<file path="src/rtl/act_func_pipe.sv">
// act_func_pipe: selectable activation (identity/ReLU/clamp/step) on a
// signed fixed-point sample, buffered with its destination tag in a FIFO.
// Ports: clk, rst (sync, active-high); in_valid/in_ready/in_val/in_sel/
// in_dest push side; out_valid/out_ready/out_val/out_dest pop side;
// fifo_count occupancy. Macro ACTFN_LEAKY_EN makes sel 01 leaky ReLU.
module act_func_pipe #(
  parameter int DATA_W     = 16,
  parameter int FRAC_BITS  = 8,
  parameter int DEST_W     = 16,
  parameter int DEPTH      = 4,
  parameter int LEAK_SHIFT = 3,
  localparam int CW        = $clog2(DEPTH + 1),
  localparam int PW        = $clog2(DEPTH)
) (
  input  logic              clk,
  input  logic              rst,
  input  logic              in_valid,
  output logic              in_ready,
  input  logic [DATA_W-1:0] in_val,
  input  logic [1:0]        in_sel,
  input  logic [DEST_W-1:0] in_dest,
  output logic              out_valid,
  input  logic              out_ready,
  output logic [DATA_W-1:0] out_val,
  output logic [DEST_W-1:0] out_dest,
  output logic [CW-1:0]     fifo_count
);

  localparam logic [DATA_W-1:0] ONE =
    {{(DATA_W-1){1'b0}}, 1'b1} << FRAC_BITS;

  logic [DATA_W-1:0] r_val  [DEPTH];
  logic [DEST_W-1:0] r_dest [DEPTH];
  logic [PW-1:0]     r_wptr;
  logic [PW-1:0]     r_rptr;
  logic [CW-1:0]     r_count;

  logic              w_neg;
  logic              w_gt_one;
  logic [DATA_W-1:0] w_act;
  logic              w_push;
  logic              w_pop;

  assign w_neg    = in_val[DATA_W-1];
  assign w_gt_one = $signed(in_val) > $signed(ONE);

  always_comb begin
    w_act = in_val;
    unique case (in_sel)
      2'b00: w_act = in_val;
`ifdef ACTFN_LEAKY_EN
      2'b01: w_act = w_neg ? ($signed(in_val) >>> LEAK_SHIFT) : in_val;
`else
      2'b01: w_act = w_neg ? '0 : in_val;
`endif
      2'b10: w_act = w_neg ? '0 : (w_gt_one ? ONE : in_val);
      2'b11: w_act = w_neg ? '0 : ONE;
    endcase
  end

  // No same-cycle credit: a full FIFO refuses input even while popping.
  assign in_ready   = !rst && (r_count != CW'(DEPTH));
  assign out_valid  = (r_count != '0);
  assign w_push     = in_valid && in_ready;
  assign w_pop      = out_valid && out_ready;
  assign out_val    = r_val[r_rptr];
  assign out_dest   = r_dest[r_rptr];
  assign fifo_count = r_count;

  always_ff @(posedge clk) begin
    if (rst) begin
      r_wptr  <= '0;
      r_rptr  <= '0;
      r_count <= '0;
      for (int i = 0; i < DEPTH; i++) begin
        r_val[i]  <= '0;
        r_dest[i] <= '0;
      end
    end else begin
      if (w_push) begin
        r_val[r_wptr]  <= w_act;
        r_dest[r_wptr] <= in_dest;
        r_wptr         <= r_wptr + PW'(1);
      end
      if (w_pop) begin
        r_rptr <= r_rptr + PW'(1);
      end
      unique case ({w_push, w_pop})
        2'b10:   r_count <= r_count + CW'(1);
        2'b01:   r_count <= r_count - CW'(1);
        default: r_count <= r_count;
      endcase
    end
  end

endmodule

</file>
<file path="config.mk">
export PLATFORM = sky130hd
export DESIGN_NAME = act_func_pipe
export DESIGN_NICKNAME = d
export VERILOG_FILES = /design/src/rtl/act_func_pipe.sv
export SDC_FILE = /design/constraint.sdc
export NUM_CORES = 1
export LEC_CHECK = 0
export CAP_MARGIN = 20
export CORE_MARGIN = 2
export CORE_UTILIZATION = 55
export CTS_CLUSTER_SIZE = 8
export DETAILED_ROUTE_END_ITERATION = 10
export GPL_TIMING_DRIVEN = 0
export PLACE_DENSITY = 0.8
export SYNTH_ARGS = -nofsm -noshare
export SYNTH_HDL_FRONTEND = slang
export SYNTH_SLANG_ARGS = --single-unit
</file>
<file path="constraint.sdc">
create_clock -name clk -period 4.9 [get_ports clk]
set_input_delay 1.47 -clock clk [delete_from_list [all_inputs] [get_ports clk]]
set_output_delay 1.47 -clock clk [all_outputs]
set_load 0.005 [all_outputs]
</file>
==> impl_results.md, run 1 <==
* Yosys top cell area share at 62.0%
* 1st-iter DRT viols at approximately 440
* Vias per cell at roughly 6.2
* Post-DP HPWL at 9240 um
* H-tree depth at 4
* Clk sinks at 137
* Register area share after synthesis at 64.9%
* Post-CTS resize count at 0
* Antenna Cells at 0
* Crit Reg-Reg Startpoint: fifo_count[0]
* Number of CTS-inserted buffers at 17
* Fmax at 0.226 GHz
* Worst skew pair latency at 410 ps
* CTS tree: done
* Power density cells at 435 mW/mm^2
* Asr flop ratio synth at 0%
* Max cap viols at 0
* DR vias at 4,076
* Layout cells sized above 1 at 19.6%
* Static Leakage at 2.70 nW
* WS Path Type: input pin to primary output
* Die H at 110 um
* RSZ-0062 raised after global routing: false
* Global route total overflow at 0
* Port Buf Inserts at 74
* Largest area contributor in the netlist: edfxtp_1
* Max Buffers Root-to-Sink at 2
* Fillers at 719
* EDFF count, synth at 128
* Measured slew at the worst slew-check pin at 858 ps
* Largest net degree at the start of global routing at 33
* Router iterations before antenna repair at 5
* Final worst path period share at 90.1%
* CORE AREA at 0.0109 mm^2
* Worst VDD drop at between 0.2 and 0.3 mV
* Critical-path maximum fanout at 10
* CP required at 3430 ps
* # hold bufs at CTS at 0
* Netlist cell types at 38
* RD Place Congestion at 0.889
* WP data arrival at 2950 ps
* Worst setup endpoint: in_ready
* First-pass GRT wire length at 22,100 um
* Critical Path Source: rst
* Outcome: completed
* Count of final setup violators at 0
* DRT antenna net count at 0
* Number of cells on the worst hold path at 2
* Yosys Warn Count at 0
* Crit path capture type: primary output
* Register bit total from synthesis at 137
* Final setup TNS at 0 ps
* Crit start category: input pin
* Final Max Slew Viols at 0
* Top_reg_cell synth: edfxtp_1
* P&R area growth vs syn at 24.3%
* Worst Clk Skew at between 4 and 5 ps
* Worst R2R End: fifo_count[2]
* Syn avg cell area at 15.3 um^2
* Fin nets at 543
* Hold Slack at roughly 560 ps
* I/O pins at 75
* Number of global-route vias before repair at 4,304
* Overall Global Routing Usage at 25.5%
* WL/cell at between 20 and 25 um
* Fin. Hold Viols at 0
* Clk slew on worst S/H paths at roughly 60 ps
* DRC at 0
* Starting Density at 56.7%
* Root buf cell: clkbuf_16
* Synth Instances at roughly 410
* Row cnt at 38
* Die X at about 110 um
* Initial antenna violation count at 0
* HP Class: flip-flop to flip-flop
* Die Area at ~0.012 mm^2
* Post-layout min period at between 4000 and 5000 ps
* Worst slew margin at 42.8%
* WL final at 14,300 um
* Synthesized cell area at 0.00620 mm^2
* Post-CTS setup buffers at 0
* Syn nets at 446
* Reg-to-reg slack, setup at a little over 2000 ps
* Top cells by area, synth: edfxtp_1, mux4_2, nor4_1
* Reg2reg path depth at 11
through the flow:
step | area, um^2 | total power [mW] | std cells | setup WS, ps | util [%]
after floorplan | 6200 | 1.88 | 406 | 1520 | -
after global placement | 7110 | 2.25 | 620 | 282 | 65.0
after CTS | 7690 | 3.36 | 655 | 488 | 70.4
after global routing | 7700 | 3.48 | 656 | 385 | 70.4
final | 7700 | 3.35 | 656 | 483 | 70.4
after detailed placement | 7180 | 2.27 | 623 | 499 | 65.7
worst min-delay path by stage:
| stage | startpoint | endpoint |
|---|---|---|
| after CTS | r_rptr[1] | r_rptr[1] |
| final | r_rptr[1] | r_rptr[1] |
| after detailed placement | r_rptr[1] | flip-flop |
| after floorplan | r_rptr[1] | flip-flop |
| after global routing | r_rptr[1] | r_rptr[1] |
| after global placement | r_rptr[1] | r_rptr[1] |
kinds of logic after synthesis:
| family | share of synthesized area (%) |
|---|---|
| simple gates | 17.0 |
| flops | 64.9 |
| buf+inv | 3.84 |
| mux | 11.6 |
| compound gates | 1.53 |
| xor+xnor | 0.566 |
| fa+ha+maj | 0.525 |
critical path: stages:
cell and delay, ps:
clkdlybuf4s50_1 550, clkbuf_1 370, nor2_1 90, clkdlybuf4s50_1 470
placed cells by master, fill, tap and decap left out, types with 6 or more instances in the layout:
master,synthesis,routed
clkbuf_1,15,15
and3_1,17,17
mux4_2,32,32
clkbuf_16,0,17
and2_1,48,48
clkinv_2,0,7
dfxtp_1,9,9
buf_2,16,17
inv_1,19,19
clkdlybuf4s50_1,0,74
edfxtp_1,128,128
nor2_1,12,12
or3_1,6,6
nor4_1,52,52
clkinvlp_4,0,6
nor4_2,9,9
cell type report:
| type | instances | area (um^2) | area share (%) |
|---|---|---|---|
| Inverter | 19 | 71.3 | 0.926 |
| Multi-Input combinational cell | 214 | 1940 | 25.2 |
| Sequential cell | 137 | 4020 | 52.3 |
| Tap cell | 140 | 175 | 2.28 |
| Timing Repair Buffer | 78 | 806 | 10.5 |
| Buffer | 36 | 166 | 2.16 |
| Clock buffer | 17 | 425 | 5.53 |
| Clock inverter | 15 | 87.6 | 1.14 |
state kept, by name, summed over array words and instances (netlist names), named ones only:
| name | flops |
|---|---|
| r_wptr | 2 |
| fifo_count | 3 |
| r_val | 64 |
| r_rptr | 2 |
| r_dest | 64 |
power breakdown:
part | total, mW | internal (mW) | switching (mW)
clock | 1.10 | 0.633 | 0.468
sequential | 1.41 | 1.38 | 0.0370
combinational | 0.831 | 0.460 | 0.371
total | 3.35 | 2.47 | 0.876
metal layers:
| metal | global-route usage, % | vias up | wire length [um] |
|---|---|---|---|
| met4 | 10.4 | 0 | 316 |
| met1 | 31.7 | 2020 | 5440 |
| met5 | 0 | - | 0 |
| li1 | - | 1788 | - |
| met2 | 41.5 | 236 | 7180 |
| met3 | 8.35 | 32 | 1380 |
cells in the mapped netlist (all sizes together) (5+ instances only):
cell      n
or3       6
edfxtp  128
and2     48
buf      21
and3     17
clkbuf   15
nand2b    5
nor4     61
mux4     32
dfxtp     9
inv      19
nor2     12
a21oi     5
No activity file was read; power rests on OpenSTA's default activity.
==> run 2: changes to the inputs <==
CORE_MARGIN = default   (was 2)
HOLD_SLACK_MARGIN = 0.06   (was default)
==> run 2 against run 1 <==
Critical path depth stayed put. Global-route usage is 0.62 points higher. Clock-buffer cell count is 3 higher. Maximum frequency hardly changed. Via count is 0.56% lower. First-iteration DRC count is 18% lower. Cell area is 1.0% higher. Final cell count stayed put. Register-to-register slack hardly changed. Power is 4.8% higher. Setup slack hardly changed. Core utilization is 1.0 points higher. Critical path type unchanged. Largest cell class unchanged. Largest power group unchanged.
==> impl_results.md, run 2 (synthesis results as in run 1) <==
* I/O pins at 75 (unchanged)
* Crit start category: input pin (unchanged)
* Starting Density at 56.9% (was 56.7%)
* CORE AREA at 0.0109 mm^2 (about the same)
* Overall Global Routing Usage at 26.1% (was 25.5%)
* Post-route cell area at 0.00778 mm^2 (was 0.00770 mm^2)
* Final worst path period share at 90.2% (was 90.1%)
* Worst skew pair latency at 530 ps (was 410 ps)
* Row cnt at 38 (unchanged)
* Post-DP HPWL at 9060 um (was 9240 um)
* Initial antenna violation count at 0 (unchanged)
* Design Power at 3.51 mW (was 3.35 mW)
* CP required at 3430 ps (about the same)
* Clk slew on worst S/H paths at 60 ps (about the same)
* Final Max Slew Viols at 0 (unchanged)
* Clk sinks at 137 (unchanged)
* Hold Slack at 541 ps (was 560 ps)
* Die H at 108 um (was 110 um)
* Commonest non-fill, non-tap cells in the layout: edfxtp_1, clkdlybuf4s50_1, nor4_1, and2_1, mux4_2 (unchanged)
* Critical-path maximum fanout at 10 (unchanged)
* Port Buf Inserts at 74 (unchanged)
* Top cell family by delay on the critical path: buffers and inverters (unchanged)
* Fin util at 71.4% (was 70.4%)
* Worst VDD drop at 0.265 mV (was 0.257 mV)
* Final setup TNS at 0 ps (unchanged)
* 1st-iter DRT viols at 361 (was 439)
* HP Class: flip-flop to flip-flop (unchanged)
* Global route total overflow at 0 (unchanged)
* H-tree depth at 4 (unchanged)
* Buf+Inv Stages, Crit Path at 3 (unchanged)
* Fin nets at 543 (unchanged)
* Vias per cell at 6.18 (was 6.21)
* # hold bufs at CTS at 0 (unchanged)
* First-pass GRT wire length at 21,700 um (was 22,100 um)
* Number of CTS-inserted buffers at 17 (unchanged)
* Static Leakage at 2.75 nW (was 2.70 nW)
* Die Area at 0.0117 mm^2 (was 0.0121 mm^2)
* RD Place Congestion at 0.854 (was 0.889)
* Worst Clk Skew at 5.28 ps (was 4.62 ps)
* WL final at 14,200 um (was 14,300 um)
* DP Area at 0.00719 mm^2 (was 0.00718 mm^2)
* Die X at 108 um (was 110 um)
* Fmax at 0.226 GHz (about the same)
* Router iterations before antenna repair at 5 (unchanged)
* Largest net degree at the start of global routing at 33 (unchanged)
* WS Path Type: input pin to primary output (unchanged)
* Max Buffers Root-to-Sink at 2 (unchanged)
* CP cell instances: clkdlybuf4s50_1, clkbuf_1, nor2_1, clkdlybuf4s50_1 (unchanged)
* Post-CTS resize count at 0 (unchanged)
* Root buf cell: clkbuf_8 (was clkbuf_16)
* P&R area growth vs syn at 25.5% (was 24.3%)
* Fin. Hold Viols at 0 (unchanged)
* WP data arrival at 2950 ps (about the same)
* Worst slew margin at 42.5% (was 42.8%)
* Post-CTS setup buffers at 0 (unchanged)
* DRT antenna net count at 0 (unchanged)
* Power density cells at 451 mW/mm^2 (was 435 mW/mm^2)
* Crit-path slowest cell: clkdlybuf4s50_1 (unchanged)
* Crit path capture type: primary output (unchanged)
* Post-layout min period at 4420 ps (about the same)
* Max cap viols at 0 (unchanged)
* Count of final setup violators at 0 (unchanged)
* Most common cell after layout, fill and taps aside: edfxtp_1 (unchanged)
* Layout cells sized above 1 at 19.8% (was 19.6%)
* CTS tree: done (unchanged)
* DR vias at 4,053 (was 4,076)
* WL/cell at 21.6 um (was 21.8 um)
* Measured slew at the worst slew-check pin at 860 ps (was 858 ps)
* CP max stage delay at 560 ps (was 550 ps)
* RSZ-0062 raised after global routing: false (unchanged)
* Number of global-route vias before repair at 4,227 (was 4,304)
* DRC at 0 (unchanged)
* Antenna Cells at 0 (unchanged)
* Cell mode on critical path: clkdlybuf4s50_1 (unchanged)
* Outcome: completed (unchanged)
[run 2: changes by cell type in the layout (fill, tap and decap cells not counted)]
cell,previous run,this run
clkinv_4,0,1
inv_6,0,1
clkinvlp_4,6,2
clkbuf_1,15,16
clkbuf_8,0,3
clkbuf_16,17,16
bufinv_16,0,3
clkinv_1,2,0
clkinv_2,7,5
[run 2: routing by layer]
layer | global-route usage (%) | vias up | routed length, um
li1 | - | 1790 | -
met1 | 33.0 | 1998 | 5300
met2 | 42.5 | 229 | 7330
met3 | 6.33 | 36 | 1200
met4 | 12.9 | 0 | 340
met5 | 0 | - | 0
[run 2: final cells by class]
| cell class | count | area [um^2] |
|---|---|---|
| inverter | 19 | 71.3 |
| clock inverter | 12 | 148 |
| buffer | 36 | 166 |
| multi-input combinational | 214 | 1940 |
| sequential | 137 | 4020 |
| fill | 696 | 3110 |
| timing repair buffer | 78 | 806 |
| clock buffer | 20 | 445 |
| tap | 140 | 175 |
[run 2: where the power goes]
part / internal, mW / total [mW] / switching (mW)
Clock: 0.799 / 1.27 / 0.469
Sequential: 1.38 / 1.41 / 0.0354
Combinational: 0.460 / 0.825 / 0.365
[run 2: through the flow]
stage / worst slack [ps] / cells
global placement: 291 / 620
CTS: 477 / 656
global route: 385 / 656
finish: 483 / 656
detailed placement: 486 / 624
floorplan: 1520 / 406
[run 2: final timing paths]
kind / slack, ps / start / depth (start not counted) / to
hold reg to reg: 540 / r_rptr[0] / 2 / r_rptr[0]
setup reg to reg: 2010 / fifo_count[0] / 11 / fifo_count[2]
setup / recovery: 480 / rst / 4 / in_ready
hold / removal: 540 / r_rptr[0] / 2 / r_rptr[0]
[run 2: tightest hold or removal path: stages (launching register included)]
cell	delay (ps)
dfxtp_1	340
xnor2_1	90
nor2_1	70
==> run 3: changes to the inputs <==
TNS_END_PERCENT = 10   (was default)
==> results of run 3 <==
Final layout, timing and power as in run 2 (identical DEF).
